## config.mk

```make
export PLATFORM = sky130hd
export DESIGN_NAME = vga_frame_scanner
export DESIGN_NICKNAME = d
export VERILOG_FILES = /design/src/rtl/vga_timing_pkg.sv /design/src/rtl/sync_delay_line.sv /design/src/rtl/vga_frame_scanner.sv
export SDC_FILE = /design/constraint.sdc
export NUM_CORES = 1
export LEC_CHECK = 0
export BUFFER_PORTS_ARGS = -buffer_cell sky130_fd_sc_hd__buf_2
export CORE_MARGIN = 2
export CORE_UTILIZATION = 59
export DETAILED_ROUTE_END_ITERATION = 10
export PLACE_DENSITY = 0.85
export SETUP_SLACK_MARGIN = 0.1
export SYNTH_ARGS = -nofsm -noshare
export SYNTH_HDL_FRONTEND = slang
export SYNTH_HIERARCHICAL = 1
export SYNTH_SLANG_ARGS = --single-unit
```

## constraint.sdc

```tcl
create_clock -name vga_clk -period 4.18 [get_ports vga_clk]
set_clock_uncertainty 0.2 [all_clocks]
set_input_delay 0.209 -clock vga_clk [delete_from_list [all_inputs] [get_ports vga_clk]]
set_output_delay 0.209 -clock vga_clk [all_outputs]
set_load 0.05 [all_outputs]
```

## src/rtl/vga_timing_pkg.sv

```systemverilog
// Shared raster timing constants, counter widths and the sync bundle type
// used by the frame scanner and its sync delay line.
package vga_timing_pkg;

  localparam int CNT_W       = 10;
  localparam int FRAME_CNT_W = 16;
  localparam int MAX_TOTAL   = 1023;

  localparam int DEF_H_VISIBLE  = 640;
  localparam int DEF_H_FRONT    = 16;
  localparam int DEF_H_SYNC     = 96;
  localparam int DEF_H_BACK     = 48;
  localparam int DEF_V_VISIBLE  = 480;
  localparam int DEF_V_FRONT    = 10;
  localparam int DEF_V_SYNC     = 2;
  localparam int DEF_V_BACK     = 33;
  localparam int DEF_SYNC_DELAY = 2;

  typedef struct packed {
    logic blank;
    logic hs;
    logic vs;
  } sync_bus_t;

  function automatic int timing_total(input int visible, input int front,
                                      input int sync, input int back);
    return visible + front + sync + back;
  endfunction

endpackage

```

## src/rtl/sync_delay_line.sv

```systemverilog
// DEPTH-stage shift register that clears to RESET_VALUE on a synchronous
// active-low clear; DEPTH of 0 turns it into a plain wire.
module sync_delay_line #(
  parameter int               DEPTH       = 2,
  parameter int               WIDTH       = 1,
  parameter logic [WIDTH-1:0] RESET_VALUE = {WIDTH{1'b0}}
) (
  input  logic             clk_i,
  input  logic             rst_n_i,
  input  logic [WIDTH-1:0] d_i,
  output logic [WIDTH-1:0] q_o
);

  generate
    if (DEPTH == 0) begin : g_bypass
      logic unused_clk_rst_s;
      assign unused_clk_rst_s = ^{clk_i, rst_n_i};
      assign q_o = d_i;
    end else begin : g_pipe
      logic [WIDTH-1:0] stage_q [DEPTH];

      // Shift stage chain; clear flushes every stage to the idle pattern.
      always_ff @(posedge clk_i) begin
        if (!rst_n_i) begin
          for (int i = 0; i < DEPTH; i++) begin
            stage_q[i] <= RESET_VALUE;
          end
        end else begin
          stage_q[0] <= d_i;
          for (int i = 1; i < DEPTH; i++) begin
            stage_q[i] <= stage_q[i-1];
          end
        end
      end

      assign q_o = stage_q[DEPTH-1];
    end
  endgenerate

endmodule

```

## src/rtl/vga_frame_scanner.sv

```systemverilog
// Raster scan generator: pixel/line counters, registered blank/sync/strobes
// aligned with DrawX/DrawY, delayed sync copies and a frame counter.
module vga_frame_scanner
  import vga_timing_pkg::*;
#(
  parameter int   H_VISIBLE  = DEF_H_VISIBLE,
  parameter int   H_FRONT    = DEF_H_FRONT,
  parameter int   H_SYNC     = DEF_H_SYNC,
  parameter int   H_BACK     = DEF_H_BACK,
  parameter int   V_VISIBLE  = DEF_V_VISIBLE,
  parameter int   V_FRONT    = DEF_V_FRONT,
  parameter int   V_SYNC     = DEF_V_SYNC,
  parameter int   V_BACK     = DEF_V_BACK,
  parameter int   SYNC_DELAY = DEF_SYNC_DELAY,
  parameter logic HS_ACTIVE  = 1'b0,
  parameter logic VS_ACTIVE  = 1'b0
) (
  input  logic                   vga_clk,
  input  logic                   reset_n,
  output logic [CNT_W-1:0]       DrawX,
  output logic [CNT_W-1:0]       DrawY,
  output logic                   blank,
  output logic                   hs,
  output logic                   vs,
  output logic                   blank_d,
  output logic                   hs_d,
  output logic                   vs_d,
  output logic                   line_start,
  output logic                   frame_start,
  output logic [FRAME_CNT_W-1:0] frame_count
);

  localparam int H_TOTAL = timing_total(H_VISIBLE, H_FRONT, H_SYNC, H_BACK);
  localparam int V_TOTAL = timing_total(V_VISIBLE, V_FRONT, V_SYNC, V_BACK);

  localparam logic [CNT_W-1:0] H_LAST   = CNT_W'(H_TOTAL - 1);
  localparam logic [CNT_W-1:0] V_LAST   = CNT_W'(V_TOTAL - 1);
  localparam logic [CNT_W-1:0] H_VIS    = CNT_W'(H_VISIBLE);
  localparam logic [CNT_W-1:0] V_VIS    = CNT_W'(V_VISIBLE);
  localparam logic [CNT_W-1:0] HS_START = CNT_W'(H_VISIBLE + H_FRONT);
  localparam logic [CNT_W-1:0] HS_END   = CNT_W'(H_VISIBLE + H_FRONT + H_SYNC);
  localparam logic [CNT_W-1:0] VS_START = CNT_W'(V_VISIBLE + V_FRONT);
  localparam logic [CNT_W-1:0] VS_END   = CNT_W'(V_VISIBLE + V_FRONT + V_SYNC);

  if (H_TOTAL > MAX_TOTAL) begin : g_h_total_chk
    $error("vga_frame_scanner: horizontal total exceeds 10-bit counter range");
  end
  if (V_TOTAL > MAX_TOTAL) begin : g_v_total_chk
    $error("vga_frame_scanner: vertical total exceeds 10-bit counter range");
  end
  if (SYNC_DELAY < 0 || SYNC_DELAY > 7) begin : g_delay_chk
    $error("vga_frame_scanner: SYNC_DELAY must be within 0..7");
  end

  logic [CNT_W-1:0]       hc_q, hc_d, vc_q, vc_d;
  logic [FRAME_CNT_W-1:0] frame_cnt_q, frame_cnt_d;
  logic                   vis_q, vis_d, hsync_q, hsync_d, vsync_q, vsync_d;
  logic                   line_start_q, line_start_d, frame_start_q, frame_start_d;
  logic                   h_wrap_s, v_wrap_s;
  sync_bus_t              sync_now_s, sync_dly_s;

  // Next counter values, and the decode of those values so registered flags line up with DrawX/DrawY.
  always_comb begin
    h_wrap_s = (hc_q == H_LAST);
    v_wrap_s = (vc_q == V_LAST);
    if (h_wrap_s) begin
      hc_d = 10'd0;
      if (v_wrap_s) begin
        vc_d = 10'd0;
      end else begin
        vc_d = vc_q + 10'd1;
      end
    end else begin
      hc_d = hc_q + 10'd1;
      vc_d = vc_q;
    end
    frame_cnt_d   = (h_wrap_s && v_wrap_s) ? frame_cnt_q + 16'd1 : frame_cnt_q;
    vis_d         = (hc_d < H_VIS) && (vc_d < V_VIS);
    hsync_d       = (hc_d >= HS_START && hc_d < HS_END) ? HS_ACTIVE : ~HS_ACTIVE;
    vsync_d       = (vc_d >= VS_START && vc_d < VS_END) ? VS_ACTIVE : ~VS_ACTIVE;
    line_start_d  = (hc_d == 10'd0);
    frame_start_d = line_start_d && (vc_d == 10'd0);
  end

  // Counter and flag registers; reset parks the scan at (0,0) with everything idle.
  always_ff @(posedge vga_clk) begin
    if (!reset_n) begin
      hc_q          <= 10'd0;
      vc_q          <= 10'd0;
      frame_cnt_q   <= 16'd0;
      vis_q         <= 1'b0;
      hsync_q       <= ~HS_ACTIVE;
      vsync_q       <= ~VS_ACTIVE;
      line_start_q  <= 1'b0;
      frame_start_q <= 1'b0;
    end else begin
      hc_q          <= hc_d;
      vc_q          <= vc_d;
      frame_cnt_q   <= frame_cnt_d;
      vis_q         <= vis_d;
      hsync_q       <= hsync_d;
      vsync_q       <= vsync_d;
      line_start_q  <= line_start_d;
      frame_start_q <= frame_start_d;
    end
  end

  assign sync_now_s = {vis_q, hsync_q, vsync_q};

  sync_delay_line #(
    .DEPTH       (SYNC_DELAY),
    .WIDTH       ($bits(sync_bus_t)),
    .RESET_VALUE ({1'b0, ~HS_ACTIVE, ~VS_ACTIVE})
  ) u_sync_delay (
    .clk_i   (vga_clk),
    .rst_n_i (reset_n),
    .d_i     (sync_now_s),
    .q_o     (sync_dly_s)
  );

  assign DrawX       = hc_q;
  assign DrawY       = vc_q;
  assign blank       = vis_q;
  assign hs          = hsync_q;
  assign vs          = vsync_q;
  assign blank_d     = sync_dly_s.blank;
  assign hs_d        = sync_dly_s.hs;
  assign vs_d        = sync_dly_s.vs;
  assign line_start  = line_start_q;
  assign frame_start = frame_start_q;
  assign frame_count = frame_cnt_q;

endmodule

```

Word level (Yosys, flattened, before mapping)
Memory sizes are Yosys's and may differ from the RTL's.
Index checks and enable logic that the tools add are counted.
W data, S select, Z words.
Word-level totals
  register bits: 41
  latch bits: 0
  RAM bits: 6
  bits in read-only memories: 0
  bits of input ports: 2
  output and inout port bits: 44
  word-level logic and storage cells: 38
  memories: 1
Operators by class
  add/subtract/negate cells: 3
  $mul: 0
  divide/modulo/power cells: 0
  $lt $le $gt $ge: 6
  eq/ne operators: 2
  shifts and indexed selects: 0
  mux-type cells: 9
  bitwise gates (word level): 2
  reductions and logical operators: 7
Memories
  u_sync_delay.g_pipe.stage_q: words 2, bits a word 3, rd ports 2, clocked after memory_dff 0, wr ports 2, line sync_delay_line.sv:20  | logic [WIDTH-1:0] stage_q [DEPTH];
Operators with widths (number)
  $mux W10: 3
  $add A10 B1 Y10 const B: 2
  $eq A10 B10 Y1 const B: 2
  $logic_not A10 Y1: 2
  $lt A10 B10 Y1 const B: 2
  $lt A10 B9 Y1 const B: 2
  $add A16 B1 Y16 const B: 1
  $ge A10 B10 Y1 const B: 1
  $ge A10 B9 Y1 const B: 1
  $mux W3: 2
  $logic_and A1 B1 Y1: 5
  $mux W1: 4
  $or A1 B1 Y1: 2

Logic depth before layout (Yosys ltp)
  depth in word-level cells: 6
  mapped depth: 9

Cells and area by module
The synthesis kept the hierarchy.
By module, submodules not included
  vga_frame_scanner: instances 1, cells each 266, area an instance 2218.4 sq um
  sync_delay_line: instances 1, cells each 15, area an instance 180.2 sq um

Worst setup path before layout
No wires, ideal clock.
  path kind: reg-to-reg
  start: register hc_q[0] (netlist: DrawX[0])
  end: register vsync_q (netlist: vs)
  library setup time: 0.134 ns
  data arrival time: 2.681 ns
  data required time: 3.846 ns
  path slack: 1.165 ns
  stages on the path, launching flop included: 8
  path buffers: 0
  path through: dfxtp_1 ha_1 nand4_1 or3_4 or4_1 o21ai_1 and2_1 or4b_1
Between the ends
  longest elaborated chain between the ends: 5
  elaborated cells between the ends (all ways): 6
  those cells by class: order compare (2); eq/ne (1); mux (2); reduce/logical (1)
Ends and longest elaborated chain
  start, declared: line vga_frame_scanner.sv:55  | logic [CNT_W-1:0] hc_q, hc_d, vc_q, vc_d;
  start signal, assigned: line vga_frame_scanner.sv:88  | hc_q <= 10'd0;
  start signal, assigned: line vga_frame_scanner.sv:97  | hc_q <= hc_d;
  $eq A10 B10 Y1 *: line vga_frame_scanner.sv:64  | h_wrap_s = (hc_q == H_LAST);
  $mux W10 *: line vga_frame_scanner.sv:66  | if (h_wrap_s) begin
  $ge A10 B9 Y1 or $lt A10 B9 Y1 (tied branches): line vga_frame_scanner.sv:80  | vsync_d = (vc_d >= VS_START && vc_d < VS_END) ? VS_ACTIVE : ~VS_ACTIVE;
  $logic_and A1 B1 Y1 *: line vga_frame_scanner.sv:80
  $mux W1 *: line vga_frame_scanner.sv:80
  end signal, assigned: line vga_frame_scanner.sv:93  | vsync_q <= ~VS_ACTIVE;
  end signal, assigned: line vga_frame_scanner.sv:102  | vsync_q <= vsync_d;
  end, declared: line vga_frame_scanner.sv:57  | logic vis_q, vis_d, hsync_q, hsync_d, vsync_q, vsync_d;
Every way passes the cells marked *; elsewhere a longest branch is shown, timed or not.
A chain may end at the register's enable or synchronous reset.

Worst setup path after layout
Same ends and word-level chain as after synthesis.

==> results.ini <==
[global_routing]
grt_overflow_total = 0
grt_max_degree = 43
groute.usage.overall = 0.237
antenna_found_initial = 0
grt_pass1_wl_mm = 8.16
first_global_vias = 1802
met1_usage = 0.302
met2_usage = 0.381
gr-usage-met3 = 0.0667
busiest_layer = met2

[cts]
clkTransAtPathRegs_ns = 0.09
hold_buffers = 0
root_buffer = clkbuf_8
ctsResizeCount = 0
cts_setup_buffers = 0
cts_buffers = 5
cts_max_level = 2
clock_sinks = 47
max-clock-path-buffers = 2
cts_tree = yes
clock_latency_ns = 0.31

[worst_setup_path]
arrival_ns = 2.86
critical_path_class = flip-flop to flip-flop
cp.required_ns = 4.15
rrSetupSlack_ns = 1.30
worst-path-max-fanout = 14
crit_path_end_kind = flip-flop
start_kind = flip-flop

[yosys]
ys_seq_area_frac = 0.392
ys_warn_count = 6
synth_area_um2 = 2400
netlist_instances = 281
synth_edf_count = 0
synthFlopType = dfxtp_1
postSynthAreaPerCell_um2 = 8.54
synth_nets = 287
ys_types = 49
yosys_register_bits = 47
synthArstFlopShare = 0

[timing]
fmax_mhz = 347
rsz0062_at_grt = no
post-route-period-util = 0.690
setup_viol = 0
finalSetupTns_ns = 0
worst_slew_pin_slew_ns = 0.608
fin_crit_ns = 2.88
slew_violations = 0
holdWs_ns = 0.180
slew-limit-headroom = 0.595
hold_viol_final = 0

[detailed_routing]
drc = 0
vias_per_cell = 5.70
drt_iter0_markers = 132
drtAntennaViolNets = 0
wirelength_mm = 5.14
first_pass_iters = 4
vias = 2091
wl_per_cell_um = 14.0

[placement]
io_buffers = 45
gp_congestion = 0.880
hpwlAfterDp_mm = 3.60

[layout]
layout-drive-gt1-share = 0.174
fin_nets = 322
layout_common_cells = dfxtp_1, buf_2, and2_1
nFillCells = 340
num_antenna_cells = 0
final_common_cell = dfxtp_1
multi_input_area_um2 = 1340
area_growth_syn_to_layout_pct = 12.2
seq_area_um2 = 941

[floorplanning]
rows = 23
fp.dieH_um = 67.8
die_area_um2 = 4590
die_width_um = 67.8
start_util = 0.608
core_area_um2 = 3940
ios = 46

[power_and_ir_drop]
vdd_drop_max_uv = 209
leakage_nw = 1.08
power_density_nw_per_um2 = 282

[worst_hold_path]
hold_class = input port to flip-flop

[flow_run]
drv_cap = 0

[status]
status = finished clean

-- kinds of logic (layout without fill, tap and decap cells) --
group,count (synthesis),after routing,synth area share
and+or+nand+nor,133,133,0.319
adders and majority gates,4,4,0.0209
DFF,47,47,0.392
AOI/OAI and AO/OA,49,49,0.137
xor gates and xnor gates,23,23,0.0840
buffers and inverters,25,61,0.0475
-- per-layer routing --
metal | part of all wire | vias up
li1 | - | 1069
met1 | 0.45 | 964
met2 | 0.49 | 50
met3 | 0.050 | 8
met4 | 0.016 | 0
met5 | 0 | -
-- report_power, final --
part           switching, mW  internal, mW
clock                  0.150         0.117
sequential           0.00435         0.452
combinational         0.0268       0.00958
-- worst paths after layout --
| path | start | endpoint | cells past startpoint |
|---|---|---|---|
| worst max-delay path | DrawX[0] | vs | 7 |
| worst min-delay path | reset_n | u_sync_delay/g_pipe.stage_q[0][0] | 2 |
| worst max register to register | DrawX[0] | vs | 7 |
| worst min register to register | u_sync_delay/g_pipe.stage_q[0][1] | u_sync_delay/g_pipe.stage_q[0][4] | 1 |
-- synthesized netlist by cell type (4+ instances only) --
cell type / instances / area (µm²)
ha_1: 4 / 50.1
dfxtp_1: 47 / 941
and3_1: 8 / 50.1
and2_1: 23 / 144
a21boi_0: 7 / 52.6
clkbuf_1: 13 / 48.8
or3_1: 6 / 37.5
nor3_1: 6 / 30.0
inv_1: 7 / 26.3
nand2b_1: 4 / 25.0
o21ai_0: 12 / 60.1
nand4_1: 5 / 31.3
and4_1: 5 / 43.8
xor2_1: 5 / 43.8
nand2_1: 21 / 78.8
nor2b_1: 7 / 43.8
a21oi_1: 7 / 35.0
a31oi_1: 4 / 25.0
nor2_1: 14 / 52.6
xnor2_1: 18 / 158
nand3_1: 19 / 95.1
-- worst max-delay path, stage by stage (launching register included) --
cell and delay (ns):
dfxtp_1 0.37, ha_1 0.26, nand4_1 0.23, or3_4 0.51
or4_1 0.51, o21ai_1 0.08, and2_1 0.13, or4b_1 0.46
-- registers in the layout, indices dropped and copies added (netlist names) --
signal	count
blank	1
frame_count	16
vs	1
u_sync_delay/g_pipe.stage_q	6
DrawX	10
DrawY	10
frame_start	1
line_start	1
hs	1
-- layout make-up --
cell class              instances  area share
inverters                       7     0.00976
flip-flops and latches         47       0.350
clock buffers                   6      0.0270
well taps                      50      0.0232
multi-input cells             209       0.499
clock inverters                 2     0.00465
repair buffers                 46      0.0865
-- per-stage QoR --
| step | total power [mW] | instance area, µm² | std cells | utilization | setup WS [ns] |
|---|---|---|---|---|---|
| floorplan | 0.494 | 2400 | 281 | - | 1.16 |
| detailed placement | 0.504 | 2610 | 359 | 0.661 | 1.31 |
| finish | 0.760 | 2690 | 367 | 0.683 | 1.30 |
| global placement | 0.503 | 2610 | 359 | 0.661 | 1.43 |
| CTS | 0.761 | 2690 | 367 | 0.683 | 1.30 |
| global route | 0.784 | 2690 | 367 | 0.683 | 1.16 |
(Power assumes the default switching activity.)
